===== src/rtl/sample_scheduler_pkg.sv =====
// Shared constants and FSM encoding for the sample scheduler.
package sample_scheduler_pkg;

  localparam int unsigned DefaultDataW   = 12;
  localparam int unsigned DefaultAvgLog2 = 3;

  typedef logic [2:0] state_t;

  localparam state_t StIdle    = 3'd0;
  localparam state_t StReq     = 3'd1;
  localparam state_t StRelease = 3'd2;
  localparam state_t StOut     = 3'd3;
  localparam state_t StDrop    = 3'd4;

endpackage


===== src/rtl/sample_scheduler_ack_watchdog.sv =====
// Acknowledge watchdog: counts cycles since start, saturating at TIMEOUT-1.
module ack_watchdog #(
  parameter int unsigned TIMEOUT = 1000
) (
  input  logic clk,
  input  logic reset,
  input  logic start,
  input  logic ack,
  output logic expired
);

  localparam int unsigned CntW = $clog2(TIMEOUT + 1);
  localparam logic [CntW-1:0] LastCnt = CntW'(TIMEOUT - 1);

  logic [CntW-1:0] cnt_q;

  always_ff @(posedge clk or posedge reset) begin
    if (reset) begin
      cnt_q <= '0;
    end else if (start) begin
      cnt_q <= '0;
    end else if (cnt_q != LastCnt) begin
      cnt_q <= cnt_q + CntW'(1);
    end
  end

  // An acknowledge on the final cycle still wins over expiry.
  assign expired = (cnt_q == LastCnt) && !ack;

endmodule


===== src/rtl/sample_scheduler.sv =====
// Periodic sensor acquisition with four-phase handshake, 2^AVG_LOG2 averaging
// and sticky timeout/overrun flags.
module sample_scheduler
  import sample_scheduler_pkg::*;
#(
  parameter int unsigned DATA_W      = DefaultDataW,
  parameter int unsigned AVG_LOG2    = DefaultAvgLog2,
  parameter int unsigned ACK_TIMEOUT = 1000
) (
  input  logic              clk,
  input  logic              reset,
  input  logic              tick,
  input  logic              enable,
  output logic              s_req,
  input  logic              s_ack,
  input  logic [DATA_W-1:0] s_data,
  output logic [DATA_W-1:0] avg_out,
  output logic              avg_valid,
  output logic              timeout_err,
  output logic              overrun,
  input  logic              err_clr
);

  localparam int unsigned AccW = DATA_W + AVG_LOG2;
  localparam int unsigned CntW = AVG_LOG2 + 1;
  localparam logic [CntW-1:0] FullCnt = CntW'(2 ** AVG_LOG2);

  state_t            state_q, state_d;
  logic [AccW-1:0]   acc_q, acc_d;
  logic [CntW-1:0]   cnt_q, cnt_d;
  logic [DATA_W-1:0] avg_q, avg_d;
  logic              timeout_q, timeout_d;
  logic              overrun_q, overrun_d;
  logic              wd_start, wd_expired, timeout_set, overrun_set;

  ack_watchdog #(
    .TIMEOUT (ACK_TIMEOUT)
  ) u_ack_watchdog (
    .clk     (clk),
    .reset   (reset),
    .start   (wd_start),
    .ack     (s_ack),
    .expired (wd_expired)
  );

  always_comb begin
    state_d     = state_q;
    acc_d       = acc_q;
    cnt_d       = cnt_q;
    avg_d       = avg_q;
    wd_start    = 1'b0;
    timeout_set = 1'b0;
    case (state_q)
      StIdle: begin
        if (tick && enable) begin
          state_d  = StReq;
          wd_start = 1'b1;
        end
      end
      StReq: begin
        if (s_ack) begin
          acc_d   = acc_q + AccW'(s_data);
          cnt_d   = cnt_q + CntW'(1);
          state_d = StRelease;
        end else if (wd_expired) begin
          timeout_set = 1'b1;
          state_d     = StDrop;
        end
      end
      StRelease: begin
        if (!s_ack) begin
          state_d = (cnt_q == FullCnt) ? StOut : StIdle;
        end
      end
      StDrop: begin
        if (!s_ack) begin
          state_d = StIdle;
        end
      end
      StOut: begin
        acc_d   = '0;
        cnt_d   = '0;
        state_d = StIdle;
      end
      default: state_d = StIdle;
    endcase

    // Load the average on entry so avg_out is already valid while avg_valid is high.
    if (state_d == StOut) begin
      avg_d = acc_q[AccW-1:AVG_LOG2];
    end

    overrun_set = tick && (state_q != StIdle);

    // Set beats clear when both happen in the same cycle.
    if (timeout_set) begin
      timeout_d = 1'b1;
    end else if (err_clr) begin
      timeout_d = 1'b0;
    end else begin
      timeout_d = timeout_q;
    end

    if (overrun_set) begin
      overrun_d = 1'b1;
    end else if (err_clr) begin
      overrun_d = 1'b0;
    end else begin
      overrun_d = overrun_q;
    end
  end

  always_ff @(posedge clk or posedge reset) begin
    if (reset) begin
      state_q   <= StIdle;
      acc_q     <= '0;
      cnt_q     <= '0;
      avg_q     <= '0;
      timeout_q <= 1'b0;
      overrun_q <= 1'b0;
    end else begin
      state_q   <= state_d;
      acc_q     <= acc_d;
      cnt_q     <= cnt_d;
      avg_q     <= avg_d;
      timeout_q <= timeout_d;
      overrun_q <= overrun_d;
    end
  end

  assign s_req       = (state_q == StReq);
  assign avg_valid   = (state_q == StOut);
  assign avg_out     = avg_q;
  assign timeout_err = timeout_q;
  assign overrun     = overrun_q;

endmodule


===== config.mk =====
export PLATFORM = sky130hd
export DESIGN_NAME = sample_scheduler
export DESIGN_NICKNAME = d
export VERILOG_FILES = /design/src/rtl/sample_scheduler_pkg.sv /design/src/rtl/sample_scheduler_ack_watchdog.sv /design/src/rtl/sample_scheduler.sv
export SDC_FILE = /design/constraint.sdc
export NUM_CORES = 1
export LEC_CHECK = 0
export ABC_CLOCK_PERIOD_IN_PS = 2300
export BUFFER_PORTS_ARGS = -buffer_cell sky130_fd_sc_hd__clkbuf_2
export CAP_MARGIN = 20
export CORE_ASPECT_RATIO = 0.75
export CORE_UTILIZATION = 55
export DETAILED_ROUTE_END_ITERATION = 7
export HOLD_SLACK_MARGIN = 0.06
export PLACE_DENSITY_LB_ADDON = 0.05
export SYNTH_ARGS = -nofsm -noshare
export SYNTH_HDL_FRONTEND = slang
export SYNTH_HIERARCHICAL = 1
export SYNTH_SLANG_ARGS = --single-unit

===== constraint.sdc =====
create_clock -name clk -period 2.3 [get_ports clk]
set_input_delay 0 -clock clk [delete_from_list [all_inputs] [get_ports clk]]
set_output_delay 0 -clock clk [all_outputs]
set_load 0.005 [all_outputs]

==> impl_metrics.ini, run 1 <==
[clocking]
root_buffer = clkbuf_8
cts.sinks = 46
clk_path_buf_depth = 2
cts_tree = yes
path_clk_slew_ps = 80
h-tree-depth = 2
clkLatencyLatePin_ps = 290
cts_made_buffers = 5
cts_resized = 0

[run_status]
status = completed

[yosys]
yosysSeqAreaShare = 0.437
ys_types = 47
synth_edf_count = 0
synthSimpleGateAreaFrac = 0.204
syn_nets = 303
synthFlopType = dfrtp_1
yosys_warnings = 6
synth_top_family_by_area = simple AND/OR/NAND/NOR gates
syn_area_per_cell_um2 = 9.80
synth_area_leader_cell = dfrtp_1
synthAdderAreaFrac = 0.0788
synth-compound-area-share = 0.152
synth-seq-cells = 46
syn_area_um2 = 2640
synth_xor_area_frac = 0.0233
ys_top_cells_by_area = dfrtp_1 (44%), ha_1 (7.1%), mux2_2 (5.6%), nand3_1 (3.6%), a21oi_1 (3.2%)
syn_inst = 269
synth_top_area_frac = 0.437
synth_mux_area_frac = 0.0669
async_flop_share = 1.00

[routing]
drtIter0Drc = 112
vias = 2092
drtPass1Iterations = 4
finalWirelength_um = 5300
vias_per_cell = 5.72
drc = 0
ant_nets = 0
wl_per_cell_um = 14.5

[setup_path]
reg2regPathDepth = 8
critical_path_peak_fanout = 4
critPathKind = reg -> reg
cp-end-kind = flip-flop
startpoint_type = flip-flop
cp.arrival_ps = 2350
crit_required_ps = 2530

[floorplan]
dieArea_um2 = 5080
start_util = 0.583
io_pins = 34
fp-row-count = 21
die_y_um = 62.0
coreArea_um2 = 4520
die_x_um = 81.9

[power_and_ir_drop]
leakage_nw = 1.45
power.density_nw_per_um2 = 934
ir_drop_uv = 524

[sta]
fmax_mhz = 473
hold_viol_final = 0
maxSlewHeadroom = 0.687
fin_skew_ps = 7.89
fin_tns_setup_ps = 0
final_period_minus_worst_setup_slack_ps = 2110
finalHoldWorstSlack_ps = 69.5
rsz0062_at_grt = false
setup_viol = 0
worstMarginPinSlew_ps = 470
post-route-period-util = 0.918
report.final.slew_viol_count = 0

[hold_path]
holdPathStages = 3
min_path_type = in -> reg

[global_route]
grt_max_degree = 37
antenna_found_initial = 0
grt-ovfl-total = 0
grtUsageTotal = 0.224
grt_first_pass_wirelength_um = 8480
grt_pass1_vias = 1836

[job]
cap_violations = 0

[final_layout]
final_util = 0.665
area_delta_synth_final_pct = 14.0
antenna_cells = 0
finalNetCount = 342
fill_cells = 392
drive_gt1_frac = 0.217

[place]
gp_congestion = 0.833
portBuffers = 33
hpwl_um = 3820
[worst paths after layout]
check / start / to / slack, ps
max: acc_q[0] / acc_q[10] / 190
min: s_ack / state_q[2] / 70
max reg2reg: acc_q[0] / acc_q[10] / 190
min reg2reg: acc_q[14] / acc_q[14] / 490
max in group asynchronous: reset / acc_q[0] / 1620
min in group asynchronous: reset / u_ack_watchdog/cnt_q[7] / 220
[state kept, by name, indices dropped and copies added, names as in the netlist]
signal	count
acc_q	15
avg_out	12
cnt_q	4
overrun	1
state_q	3
timeout_err	1
u_ack_watchdog/cnt_q	10
[cell type report]
| cell class | count | area, um^2 | share of cell area |
|---|---|---|---|
| Multi-Input combinational cell | 197 | 1390 | 0.461 |
| Inverter | 16 | 60.1 | 0.0200 |
| Timing Repair Buffer | 42 | 245 | 0.0816 |
| Clock buffer | 7 | 86.3 | 0.0287 |
| Sequential cell | 46 | 1150 | 0.383 |
| Clock inverter | 1 | 5.00 | 0.00167 |
| Tap cell | 57 | 71.3 | 0.0237 |
[per-stage QoR]
stage	instances	power [mW]	area, um^2	setup slack [ps]
3_5_place_dp	353	2.29	2860	192
3_3_place_gp	353	2.25	2860	236
5_1_grt	366	3.03	3000	64.1
6_report	366	2.80	3000	188
4_1_cts	366	2.81	3000	180
2_1_floorplan	269	2.02	2640	293
[cell families (layout without fill, tap and decap cells)]
| family | Yosys count | count (layout) |
|---|---|---|
| AOI/OAI and AO/OA | 63 | 63 |
| xor gates and xnor gates | 7 | 7 |
| adders and majority gates | 16 | 16 |
| buffers and inverters | 26 | 66 |
| DFF | 46 | 46 |
| muxes | 16 | 16 |
| and+or+nand+nor | 95 | 95 |
[Yosys cell counts (2+ instances only)]
library cell	n
a21oi_1	17
dfrtp_1	46
xor2_1	7
nor4b_1	3
nand2b_1	3
nand3b_1	5
a211oi_1	2
nand3_1	19
nor3_1	2
o31ai_1	4
ha_1	15
a31o_2	5
a31oi_1	3
mux2i_1	3
o22ai_1	2
nor2_1	15
nand4_1	5
nor2b_1	5
o2111ai_1	2
nor3b_1	4
a311oi_1	2
nand2_1	19
o21ai_0	16
clkbuf_1	8
o211ai_1	3
inv_1	16
buf_2	2
or4_1	5
mux2_2	13
[metal layers]
| metal | share of wire | track usage |
|---|---|---|
| met5 | 0 | 0 |
| met4 | 0.0032 | 0.0301 |
| met3 | 0.045 | 0.0584 |
| met1 | 0.53 | 0.342 |
| met2 | 0.42 | 0.326 |
[placed cells by master (no fill, tap or decap), types with 3 or more instances in the layout]
cell type and instances:
clkbuf_8 6, inv_1 16, mux2i_1 3, dlygate4sd3_1 5, nand2_1 19, nor4b_1 3, nand4_1 5, nor2b_1 5
buf_4 4, mux2_2 13, a31o_2 5, or4_1 5, ha_1 15, xor2_1 7, a31oi_1 3, nand3b_1 5
nand2b_1 3, o21ai_0 16, nor2_1 15, a21oi_1 17, clkbuf_2 33, o211ai_1 3, dfrtp_1 46, o31ai_1 4
nor3b_1 4, nand3_1 19
[worst max-delay path, stage by stage (launching register included)]
cell	delay (ps)
dfrtp_1	380
ha_1	190
inv_1	70
fa_1	260
nor2b_4	70
o31a_1	270
a41o_1	280
or4_1	460
nand3_1	90
[power by group]
group	total, mW	internal [mW]	switching [mW]
logic	1.07	0.478	0.595
registers	1.22	1.02	0.203
clock network	0.507	0.243	0.264
total	2.80	1.74	1.06
[timing repair]
action                                 in CTS  in global routing
hold buffers                                5                  0
buffers inserted                            0                  0
endpoints found under the hold margin      50                  0
(Power assumes the default switching activity.)
==> inputs of run 2 (changes only) <==
==> constraint.sdc (replaced) <==
create_clock -name clk -period 2.3 [get_ports clk]
set_input_delay 0.69 -clock clk [delete_from_list [all_inputs] [get_ports clk]]
set_output_delay 0.69 -clock clk [all_outputs]
set_load 0.005 [all_outputs]
==> impl_metrics.ini, run 2 (same netlist as run 1, synthesis figures left out) <==
[setup_path]
crit_path_top_delay_cell = or4_1
crit_family = simple AND/OR/NAND/NOR gates
worstPathCellList = clkbuf_2 -> ha_1 -> inv_1 -> fa_2 -> nor2b_4 -> o31a_1 -> a41o_1 -> or4_1 -> nand3_1
cp-end-kind = flip-flop
crit_required_ps = 2540
startpoint_type = input pin
cpPeakStageDelay_ps = 460
path_buf_inv = 2
critPathKind = in -> reg
critical_path_peak_fanout = 4
cp.arrival_ps = 2400

[power_and_ir_drop]
internal-power_mw = 1.81
fin_total_pwr_mw = 2.89
switching_share = 0.376
seqPwrFrac = 0.426
clock_power_share = 0.176
power.density_nw_per_um2 = 954
switchingPower_mw = 1.09
ir_drop_uv = 632
p_comb_frac = 0.398
leakage_nw = 1.47

[global_route]
grt_first_pass_wirelength_um = 8580
grt_pass1_vias = 1792
antenna_found_initial = 0
grt_max_degree = 37
grtUsageTotal = 0.230
grt-ovfl-total = 0

[sta]
worstMarginPinSlew_ps = 459
maxSlewHeadroom = 0.694
setup_viol = 0
finalHoldWorstSlack_ps = 344
fmax_mhz = 463
post-route-period-util = 0.940
fin_skew_ps = 6.16
final_period_minus_worst_setup_slack_ps = 2160
report.final.slew_viol_count = 0
hold_viol_final = 0
rsz0062_at_grt = false

[clocking]
postCtsSetupBuffers = 0
cts_resized = 0
clk_path_buf_depth = 2
root_buffer = clkbuf_8
cts_made_buffers = 5
clkLatencyLatePin_ps = 300
path_clk_slew_ps = 80
cts_tree = yes
h-tree-depth = 2
cts.sinks = 46
cts_hold_buf = 0

[floorplan]
fp-row-count = 21
io_pins = 34
die_x_um = 81.9
coreArea_um2 = 4520
start_util = 0.583
dieArea_um2 = 5080
die_y_um = 62.0

[routing]
vias = 2130
finalWirelength_um = 5340
drtPass1Iterations = 4
vias_per_cell = 5.77
drc = 0
wl_per_cell_um = 14.5
ant_nets = 0
drtIter0Drc = 151

[final_layout]
final_cell_mix = dfrtp_1 (46), clkbuf_2 (33), nand2_1 (19), nand3_1 (19), a21oi_1 (17)
area_delta_synth_final_pct = 14.9
final_common_cell = dfrtp_1
final_util = 0.670
finalNetCount = 345
top_register = acc_q
drive_gt1_frac = 0.244
largest_register_ffs = 15
antenna_cells = 0
fin_area_um2 = 3030
fill_cells = 378

[run_status]
status = completed

[place]
dpl-instance-area_um2 = 2940
portBuffers = 33
gp_congestion = 0.819
hpwl_um = 3970

[job]
cap_violations = 0

[hold_path]
min_path_type = in -> async
==> run 2: cell types whose count changed in the layout (fill, tap and decap cells not counted) <==
cell / change
buf_4: +7
dlygate4sd3_1: -5
buf_12: +1
fa_1: -1
fa_2: +1
==> run 2: through the flow <==
step,std cells,setup TNS (ps),setup slack (ps)
after global placement,361,-251,-133
after CTS,369,0,149
after detailed placement,361,-415,-165
after global routing,369,0,66.3
final,369,0,139
after floorplan,269,0,8.57
==> run 2: final timing paths <==
kind                            from                       to  slack (ps)  cells past startpoint
max                        s_data[0]                acc_q[10]         140                      9
min                            reset  u_ack_watchdog/cnt_q[4]         340                      2
max reg2reg                 acc_q[0]                acc_q[10]         220                      8
min reg2reg                acc_q[14]                acc_q[14]         480                      1
max in group asynchronous      reset               avg_out[5]        1500                      3
min in group clk           acc_q[14]                acc_q[14]         480                      1
==> run 2: area by class of cell <==
cell class                 instances  area (um^2)  area share
clock buffer                       7         86.3      0.0285
clock inverter                     1         5.00     0.00165
multi-input combinational        197         1390       0.458
sequential                        46         1150       0.380
timing repair buffer              45          268      0.0884
inverter                          16         60.1      0.0198
tap                               57         71.3      0.0235
==> run 2: power groups by stage <==
stage / Sequential [mW] / Clock (mW) / Combinational [mW]
finish: 1.23 / 0.509 / 1.15
global route: 1.26 / 0.565 / 1.31
CTS: 1.23 / 0.528 / 1.15
detailed placement: 1.24 / 0 / 1.14
global placement: 1.23 / 0 / 1.11
floorplan: 1.18 / 0 / 0.840
==> run 2: worst register-to-register path: cells and delay by family (launching register included) <==
kind / cells / cell delay [ps]
compound gates: 2 / 500
simple gates: 3 / 610
fa+ha+maj: 2 / 430
flops: 1 / 390
buf+inv: 1 / 80
==> run 2: layer usage <==
layer  routed length [um]  up-vias  track usage  share of wire
met5                    0        -            0              0
met4                   86        0       0.0827          0.016
met3                  192        9       0.0394          0.036
met2                 2200       45        0.325           0.41
met1                 2860     1006        0.351           0.54
li1                     -     1070            -              -
==> inputs of run 3 (changes only) <==
- ABC_CLOCK_PERIOD_IN_PS: 2300 -> 2200
- CORE_UTILIZATION: 55 -> 58
- CTS_CLUSTER_SIZE: not set -> 24
- clock period: 2.3 -> 2.2 ns (I/O delays scaled with it)
==> impl_metrics.ini, run 3 (same netlist as run 1, synthesis figures left out) <==
[run_status]
status = completed

[setup_path]
crit_family = simple AND/OR/NAND/NOR gates
worstPathCellList = clkbuf_2 -> ha_4 -> inv_2 -> fa_2 -> nor2b_4 -> o31a_1 -> a41o_1 -> or4_1 -> nand3_1
cp.arrival_ps = 2380
path_buf_inv = 2
cp_num_cells = 9
endpoint = acc_q[10]
reg2regPathDepth = 8
r2r_end = acc_q[10]
crit_path_top_delay_cell = or4_1
critical_path_peak_fanout = 4
cpPeakStageDelay_ps = 520
cp-end-kind = flip-flop
rr_startpoint = acc_q[0]
crit_required_ps = 2450
r2r_slack_ps = 110
startpoint_type = input pin
critPathKind = in -> reg
critPathLaunch = s_data[0]

[power_and_ir_drop]
ir_drop_uv = 563
fin_total_pwr_mw = 3.11
leakage_nw = 1.50
power.density_nw_per_um2 = 1010

[sta]
worst_slack_ps = 74.7
setup_viol = 0
finalHoldWorstSlack_ps = 323
fmax_mhz = 471
maxSlewHeadroom = 0.684
final_period_minus_worst_setup_slack_ps = 2130
worstMarginPinSlew_ps = 469
hold_viol_final = 0
fin_skew_ps = 5.05
rsz0062_at_grt = false
fin_tns_setup_ps = 0
post-route-period-util = 0.966
report.final.slew_viol_count = 0

[routing]
drtPass1Iterations = 4
drc = 0
finalWirelength_um = 5550
wl_per_cell_um = 15.0
drtIter0Drc = 167
vias_per_cell = 5.97
vias = 2215
ant_nets = 0

[clocking]
path_clk_slew_ps = 90
postCtsSetupBuffers = 0
cts.sinks = 46
clkLatencyLatePin_ps = 310
clk_path_buf_depth = 2
root_buffer = clkbuf_8
cts_tree = yes
cts_made_buffers = 5
cts_hold_buf = 0
h-tree-depth = 2
cts_resized = 0

[job]
cap_violations = 0

[final_layout]
largest_register_ffs = 15
drive_gt1_frac = 0.263
finalNonFillerCells = 371
top_register = acc_q
antenna_cells = 0
final_util = 0.732
finalNetCount = 349
final_common_cell = dfrtp_1
area_delta_synth_final_pct = 16.7
final_cell_mix = dfrtp_1 (46), clkbuf_2 (33), nand2_1 (19), nand3_1 (19), a21oi_1 (17)
fin_area_um2 = 3080

[global_route]
grtUsageTotal = 0.253
grt_pass1_vias = 1850
grt_max_degree = 37
grt-ovfl-total = 0
grt_first_pass_wirelength_um = 8960
antenna_found_initial = 0

[place]
place_inst = 363
hpwl_um = 4050
gp_congestion = 0.794
dpl-instance-area_um2 = 2970
portBuffers = 33
pre_cts_slack_ps = -242

[floorplan]
io_pins = 34
die_y_um = 60.4
fp-row-count = 20
die_x_um = 79.9
coreArea_um2 = 4200
dieArea_um2 = 4820
start_util = 0.627

[hold_path]
min_path_type = in -> async
[run 3: changes by cell type in the layout (fill, tap and decap cells not counted), sizes merged]
cell / delta
clkbuf: +1
clkinv: -1
buf: +4
[run 3: final cells by class]
cell class	count	area, um^2
multi-input cells	197	1400
clock buffers	8	110
inverters	16	60.1
flip-flops and latches	46	1150
well taps	55	68.8
repair buffers	49	285
fillers	353	1130
[run 3: layer usage]
| layer | track usage | share of wire | up-vias |
|---|---|---|---|
| met5 | 0 | 0 | - |
| met4 | 0.105 | 0.017 | 0 |
| met3 | 0.0617 | 0.063 | 10 |
| met2 | 0.352 | 0.41 | 72 |
| met1 | 0.378 | 0.51 | 1051 |
| li1 | - | - | 1082 |
[run 3: how the worst min path moves through the flow]
stage,from,cells after the start,slack (ps),endpoint
after floorplan,acc_q[14],1,440,acc_q[14]
after global placement,acc_q[14],1,470,acc_q[14]
after detailed placement,acc_q[14],1,470,acc_q[14]
after CTS,reset,2,330,u_ack_watchdog/cnt_q[1]
after global routing,reset,2,350,u_ack_watchdog/cnt_q[0]
final,reset,2,320,u_ack_watchdog/cnt_q[1]
[run 3: power breakdown]
group	switching (mW)	internal, mW
logic	0.650	0.567
registers	0.220	1.07
clock network	0.291	0.317
total	1.16	1.95
